$ cat src/rtl/code_checker_multi.sv
// code_checker_multi
//   Clocked, parametrised code checker for the lock. Collects keypad symbols
//   into an entry buffer, compares them against an enrolled password on
//   commit, and emits a one-cycle unlock or fail pulse. It counts consecutive
//   failures, enforces a timed lockout, and allows re-enrollment only while
//   the lock is unlocked (or before any password has been enrolled).
//
//   Handshake: sym_valid, commit, clear and enroll_req are single-cycle
//   strobes sampled on the rising clock edge. There is no back-pressure.
//   When several strobes arrive in one cycle, clear wins over commit, and
//   commit wins over sym_valid. The losing strobes are dropped.
//
// Ports
//   clk          system clock (rising edge)
//   resetn       synchronous, active-low reset
//   sym_in       keypad symbol, qualified by sym_valid
//   sym_valid    symbol strobe
//   commit       ends the current entry or enrollment
//   clear        discards the current entry and drops unlocked
//   enroll_req   request to enter enrollment
//   unlock_pulse one-cycle pulse on a successful compare
//   fail_pulse   one-cycle pulse on a failed compare
//   unlocked     level, set by a successful compare
//   enrolled     a valid password is stored
//   locked_out   high while in LOCKOUT
//   enrolling    high while in ENROLL
//   fail_count   consecutive failed compares
//   entry_len    symbols held in the active buffer
module code_checker_multi #(
    parameter int SYM_W       = 2,
    parameter int MAX_LEN     = 8,
    parameter int MAX_FAILS   = 3,
    parameter int LOCKOUT_CYC = 1024,
    localparam int LEN_W = $clog2(MAX_LEN + 1),
    localparam int FC_W  = $clog2(MAX_FAILS + 1),
    localparam int LC_W  = $clog2(LOCKOUT_CYC + 1)
) (
    input  logic             clk,
    input  logic             resetn,
    input  logic [SYM_W-1:0] sym_in,
    input  logic             sym_valid,
    input  logic             commit,
    input  logic             clear,
    input  logic             enroll_req,
    output logic             unlock_pulse,
    output logic             fail_pulse,
    output logic             unlocked,
    output logic             enrolled,
    output logic             locked_out,
    output logic             enrolling,
    output logic [FC_W-1:0]  fail_count,
    output logic [LEN_W-1:0] entry_len
);

    typedef enum logic [2:0] {
        IDLE    = 3'd0,
        ENTRY   = 3'd1,
        ENROLL  = 3'd2,
        COMPARE = 3'd3,
        LOCKOUT = 3'd4
    } state_t;

    state_t           state_q, state_d;
    logic [SYM_W-1:0] pw_q    [MAX_LEN];
    logic [SYM_W-1:0] pw_d    [MAX_LEN];
    logic [SYM_W-1:0] entry_q [MAX_LEN];
    logic [SYM_W-1:0] entry_d [MAX_LEN];
    logic [LEN_W-1:0] pw_len_q, pw_len_d;
    logic [LEN_W-1:0] entry_len_q, entry_len_d;
    logic             ovf_q, ovf_d;
    logic             unlocked_q, unlocked_d;
    logic             enrolled_q, enrolled_d;
    logic [FC_W-1:0]  fail_cnt_q, fail_cnt_d;
    logic [LC_W-1:0]  lock_cnt_q, lock_cnt_d;
    logic             unlock_pulse_q, unlock_pulse_d;
    logic             fail_pulse_q, fail_pulse_d;

    logic             do_push;
    logic             do_flush;
    logic             match;
    logic [FC_W-1:0]  fail_inc;

    assign fail_inc = fail_cnt_q + FC_W'(1);

    // Only the first pw_len_q symbols take part in the compare. A length
    // mismatch or an overflowed entry fails regardless of the content.
    always_comb begin
        match = enrolled_q & ~ovf_q & (entry_len_q == pw_len_q);
        for (int i = 0; i < MAX_LEN; i++) begin
            if ((LEN_W'(i) < pw_len_q) && (entry_q[i] != pw_q[i])) begin
                match = 1'b0;
            end
        end
    end

    always_comb begin
        state_d        = state_q;
        pw_d           = pw_q;
        pw_len_d       = pw_len_q;
        entry_d        = entry_q;
        entry_len_d    = entry_len_q;
        ovf_d          = ovf_q;
        unlocked_d     = unlocked_q;
        enrolled_d     = enrolled_q;
        fail_cnt_d     = fail_cnt_q;
        lock_cnt_d     = lock_cnt_q;
        unlock_pulse_d = 1'b0;
        fail_pulse_d   = 1'b0;
        do_push        = 1'b0;
        do_flush       = 1'b0;

        case (state_q)
            IDLE: begin
                if (clear) begin
                    do_flush   = 1'b1;
                    unlocked_d = 1'b0;
                end else if (commit) begin
                    state_d = COMPARE;
                end else if (sym_valid) begin
                    do_push    = 1'b1;
                    unlocked_d = 1'b0;
                    state_d    = ENTRY;
                end else if (enroll_req && (!enrolled_q || unlocked_q)) begin
                    do_flush = 1'b1;
                    state_d  = ENROLL;
                end
            end
            ENTRY: begin
                if (clear) begin
                    do_flush   = 1'b1;
                    unlocked_d = 1'b0;
                    state_d    = IDLE;
                end else if (commit) begin
                    state_d = COMPARE;
                end else if (sym_valid) begin
                    do_push    = 1'b1;
                    unlocked_d = 1'b0;
                end
            end
            ENROLL: begin
                // The entry buffer stages the new password so that an
                // aborted or invalid enrollment leaves the old one intact.
                if (clear) begin
                    do_flush   = 1'b1;
                    unlocked_d = 1'b0;
                    state_d    = IDLE;
                end else if (commit) begin
                    if ((entry_len_q != '0) && !ovf_q) begin
                        pw_d       = entry_q;
                        pw_len_d   = entry_len_q;
                        enrolled_d = 1'b1;
                    end
                    do_flush   = 1'b1;
                    unlocked_d = 1'b0;
                    state_d    = IDLE;
                end else if (sym_valid) begin
                    do_push = 1'b1;
                end
            end
            COMPARE: begin
                do_flush = 1'b1;
                state_d  = IDLE;
                if (match) begin
                    unlock_pulse_d = 1'b1;
                    unlocked_d     = 1'b1;
                    fail_cnt_d     = '0;
                end else begin
                    fail_pulse_d = 1'b1;
                    // Failures without a password are not counted, so they
                    // can never lead to lockout.
                    if (enrolled_q) begin
                        fail_cnt_d = fail_inc;
                        if (fail_inc >= FC_W'(MAX_FAILS)) begin
                            lock_cnt_d = LC_W'(LOCKOUT_CYC);
                            state_d    = LOCKOUT;
                        end
                    end
                end
            end
            LOCKOUT: begin
                // The counter is loaded on entry, so leaving at a count of 1
                // gives exactly LOCKOUT_CYC cycles in this state.
                if (lock_cnt_q == LC_W'(1)) begin
                    lock_cnt_d = '0;
                    fail_cnt_d = '0;
                    state_d    = IDLE;
                end else begin
                    lock_cnt_d = lock_cnt_q - LC_W'(1);
                end
            end
            default: begin
                state_d = IDLE;
            end
        endcase

        if (do_flush) begin
            for (int i = 0; i < MAX_LEN; i++) begin
                entry_d[i] = '0;
            end
            entry_len_d = '0;
            ovf_d       = 1'b0;
        end else if (do_push) begin
            // A full buffer keeps its length and remembers the overflow.
            if (entry_len_q == LEN_W'(MAX_LEN)) begin
                ovf_d = 1'b1;
            end else begin
                for (int i = 0; i < MAX_LEN; i++) begin
                    if (LEN_W'(i) == entry_len_q) begin
                        entry_d[i] = sym_in;
                    end
                end
                entry_len_d = entry_len_q + LEN_W'(1);
            end
        end
    end

    always_ff @(posedge clk) begin
        if (!resetn) begin
            state_q        <= IDLE;
            for (int i = 0; i < MAX_LEN; i++) begin
                pw_q[i]    <= '0;
                entry_q[i] <= '0;
            end
            pw_len_q       <= '0;
            entry_len_q    <= '0;
            ovf_q          <= 1'b0;
            unlocked_q     <= 1'b0;
            enrolled_q     <= 1'b0;
            fail_cnt_q     <= '0;
            lock_cnt_q     <= '0;
            unlock_pulse_q <= 1'b0;
            fail_pulse_q   <= 1'b0;
        end else begin
            state_q        <= state_d;
            pw_q           <= pw_d;
            entry_q        <= entry_d;
            pw_len_q       <= pw_len_d;
            entry_len_q    <= entry_len_d;
            ovf_q          <= ovf_d;
            unlocked_q     <= unlocked_d;
            enrolled_q     <= enrolled_d;
            fail_cnt_q     <= fail_cnt_d;
            lock_cnt_q     <= lock_cnt_d;
            unlock_pulse_q <= unlock_pulse_d;
            fail_pulse_q   <= fail_pulse_d;
        end
    end

    assign unlock_pulse = unlock_pulse_q;
    assign fail_pulse   = fail_pulse_q;
    assign unlocked     = unlocked_q;
    assign enrolled     = enrolled_q;
    assign locked_out   = (state_q == LOCKOUT);
    assign enrolling    = (state_q == ENROLL);
    assign fail_count   = fail_cnt_q;
    assign entry_len    = entry_len_q;

endmodule

$ cat config.mk
export PLATFORM = sky130hd
export DESIGN_NAME = code_checker_multi
export DESIGN_NICKNAME = d
export VERILOG_FILES = /design/src/rtl/code_checker_multi.sv
export SDC_FILE = /design/constraint.sdc
export NUM_CORES = 1
export LEC_CHECK = 0
export CAP_MARGIN = 20
export CORE_ASPECT_RATIO = 2
export CORE_MARGIN = 2
export CORE_UTILIZATION = 55
export DETAILED_ROUTE_END_ITERATION = 8
export PLACE_DENSITY = 0.75
export REMOVE_ABC_BUFFERS = 1
export SYNTH_ARGS = -nofsm -noshare
export SYNTH_HDL_FRONTEND = slang
export SYNTH_SLANG_ARGS = --single-unit
$ cat constraint.sdc
create_clock -name clk -period 1.97 [get_ports clk]
set_input_delay 0.394 -clock clk [delete_from_list [all_inputs] [get_ports clk]]
set_output_delay 0.394 -clock clk [all_outputs]
set_load 0.03 [all_outputs]
==> results.cfg <==
[power]
powerDensity_nw_per_um2 = 711
p_leak_nw = 1.57
worst_ir_drop_vdd_uv = 719

[clock_network]
numCtsBuffers = 9
clockRootBuffer = clkbuf_8
cts_buffer_depth = 2
clk_latency_ps = 340
clk_pin_slew_ps = 60
cts_tree = built
h-tree-depth = 3
clock-sinks = 61

[grt]
grt_pass1_wl_um = 12300
grt-ovfl-total = 0
antenna_found_initial = 0
grtUsageTotal_pct = 25.7
grt_max_degree = 22
grt_pass1_vias = 2823

[worst_setup_path]
critPathSlowestCell = or4_1
worst_path_largest_cell_delay_ps = 470
crit_type = reg2reg
reg2reg_depth = 7
cp_max_fo = 5
cp.arrival_ps = 2240
critPathLaunchType = flip-flop
required_ps = 2250
crit_chain = xnor2_4 > a41oi_2 > nor2_1 > o311a_4 > buf_6 > or4_1 > a21oi_1
end_kind = flip-flop

[routing]
drc = 0
final_antenna_net_count = 0
drt_iter0_markers = 90
dr_total_vias = 2767
wl_per_cell_um = 16.0
routed_wl_um = 7530
viasPerCell = 5.89
drt_pre_antenna_iters = 4

[layout]
fin_cells = 470
drive_gt1_share_pct = 22.0
diodes = 0
final_nets = 420
area_delta_synth_final_pct = 29.1
fillerInstances = 419

[yosys]
synth_seq_area_share_pct = 39.7
synth.area.mux_share_pct = 12.1
synth_compound_area_share_pct = 12.8
synthXorXnorAreaFrac_pct = 6.26
synth-simple-area-share_pct = 21.7
yosys_warnings = 0
synthAdderAreaFrac_pct = 2.84
synth-edff-count = 0
yosysUniqueCellTypes = 57
ys_ff_latch = 61
syn-instance-count = 352
syn-cell-area_sq_um = 3080
syn_area_per_cell_sq_um = 8.75
synth_ff_type = dfxtp_1
synth_top_family_by_area = simple AND/OR/NAND/NOR gates
synth-async-reset-ratio_pct = 0

[timing]
finalSetupViolCount = 0
max_freq_mhz = 510
worst_pin_slew_ps = 481
rsz0062_at_grt = yes
finalClockSkew_ps = 5.94
hold_violations = 0
slew_headroom_pct = 67.8
hold_slack_ps = 502
slew_violations = 0
period_needed_ps = 1960
post-route-period-util_pct = 99.5

[floorplanning]
dieHeight_um = 110
core_sq_um = 5420
fp.dieW_um = 56.9
rows = 38
io_pins = 20
die-area_sq_um = 6250
initial_core_util_pct = 56.8

[status]
status = completed

[worst_hold_path]
whs_path_depth = 2
hold_path_class = reg2reg

[place]
routabilityCongestion = 0.905
dp_cells = 450
port_buffers = 19
hpwl_um = 5420

[run]
drv_cap = 0
power by group:
part           internal [mW]  total (mW)  switching [mW]
combinational         0.0912       0.211           0.120
clock                  0.874        1.36           0.482
sequential              1.24        1.26          0.0143
total                   2.21        2.82           0.616
layout make-up:
type / instances / area, sq um / share of cell area (%)
flip-flops and latches: 61 / 1230 / 31.0
repair buffers: 64 / 576 / 14.5
clock buffers: 12 / 145 / 3.65
clock inverters: 4 / 95.1 / 2.39
multi-input cells: 259 / 1810 / 45.7
well taps: 60 / 75.1 / 1.89
inverters: 10 / 37.5 / 0.945
cell usage after synthesis, types with 3 or more instances:
library cell / number / area share, %
buf_4: 3 / 0.73
nand3_1: 19 / 3.1
o32ai_1: 3 / 0.85
clkbuf_1: 14 / 1.7
nor3_1: 8 / 1.3
inv_1: 7 / 0.85
or4_1: 3 / 0.73
mux2i_1: 36 / 12
nor2_1: 57 / 6.9
a21oi_1: 20 / 3.3
buf_2: 4 / 0.65
dfxtp_1: 61 / 40
a31oi_1: 7 / 1.4
nor4_1: 4 / 0.81
ha_1: 7 / 2.8
o21a_1: 3 / 0.73
xnor2_1: 21 / 6.0
nand2_1: 22 / 2.7
a311oi_1: 3 / 0.85
nand2b_1: 4 / 0.81
sequential cells by signal, summed over array words and instances, names as in the netlist:
register / flops
fail_pulse: 1
lock_cnt_q: 11
enrolled: 1
unlock_pulse: 1
unlocked: 1
entry_len: 4
ovf_q: 1
entry_q: 16
state_q: 3
pw_q: 16
pw_len_q: 4
fail_count: 2
worst max-delay path, delay by kind of cell, from the launching register on:
kind,cells,cell delay [ps]
AOI/OAI and AO/OA,3,710
xor gates and xnor gates,1,160
buffers and inverters,1,130
DFF,1,350
and+or+nand+nor,2,550
cells in the final DEF, fill, tap and decap left out, drive strengths merged, types with 2 or more instances in the layout:
master and n:
o21ai 3, dlygate4sd2 3, nor3 8, nor2 59, nand3 19, ha 7, o32ai 3, or4 4
bufinv 3, nor2b 2, nand2b 4, a21oi 20, clkbuf 12, a2111oi 3, o31ai 2, inv 9
nand2 23, nor4 5, xnor2 21, buf 46, mux2i 36, a311oi 3, a41oi 2, and2 2
and3 3, o21a 3, nand4 3, clkinv 2, clkdlybuf4s50 15, dfxtp 61, a31oi 7
cell families (layout without fill, tap and decap cells):
| logic type | after synthesis | count (layout) |
|---|---|---|
| multiplexers | 37 | 37 |
| AO/OA/AOI/OAI | 56 | 56 |
| XOR/XNOR | 22 | 22 |
| buffers and inverters | 32 | 90 |
| AND/OR/NAND/NOR | 137 | 137 |
| adder cells (fa/ha/maj) | 7 | 7 |
| flip-flops | 61 | 61 |
what timing repair did:
action | 4_1_cts | 5_1_grt
endpoints found under the hold margin | 0 | 0
hold buffers | 0 | 0
resized for setup | 7 | 20
pin swaps | 0 | 7
setup endpoints to repair | 12 | 17
setup buffers | 0 | 4
per-stage QoR:
stage	TNS, ps	area, sq um	power (mW)	util (%)	worst slack (ps)
6_report	0	3970	2.82	73.3	10.5
5_1_grt	-126	3970	2.92	73.3	-66.1
2_1_floorplan	-27220	2970	1.40	-	-1010
3_5_place_dp	-1400	3590	1.50	66.3	-78.7
3_3_place_gp	-538	3590	1.50	66.3	-45.1
4_1_cts	0	3850	2.84	71.0	13.7
metal layers:
layer  part of all wire (%)  track usage (%)
met4                    5.4             17.4
met3                    3.4             5.18
met1                     37             24.4
met5                      0                0
met2                     54             47.9
path summary, 6_finish.rpt:
kind	startpoint	endpoint	slack (ps)
worst min register to register	fail_count[1]$_SDFFE_PN0P_	fail_count[1]$_SDFFE_PN0P_	500
worst min-delay path	fail_count[1]$_SDFFE_PN0P_	fail_count[1]$_SDFFE_PN0P_	500
worst max register to register	pw_q[13]$_SDFFE_PN0P_	fail_count[1]$_SDFFE_PN0P_	10
worst max-delay path	pw_q[13]$_SDFFE_PN0P_	fail_count[1]$_SDFFE_PN0P_	10
Note: power is estimated with default switching activity, not from simulation.
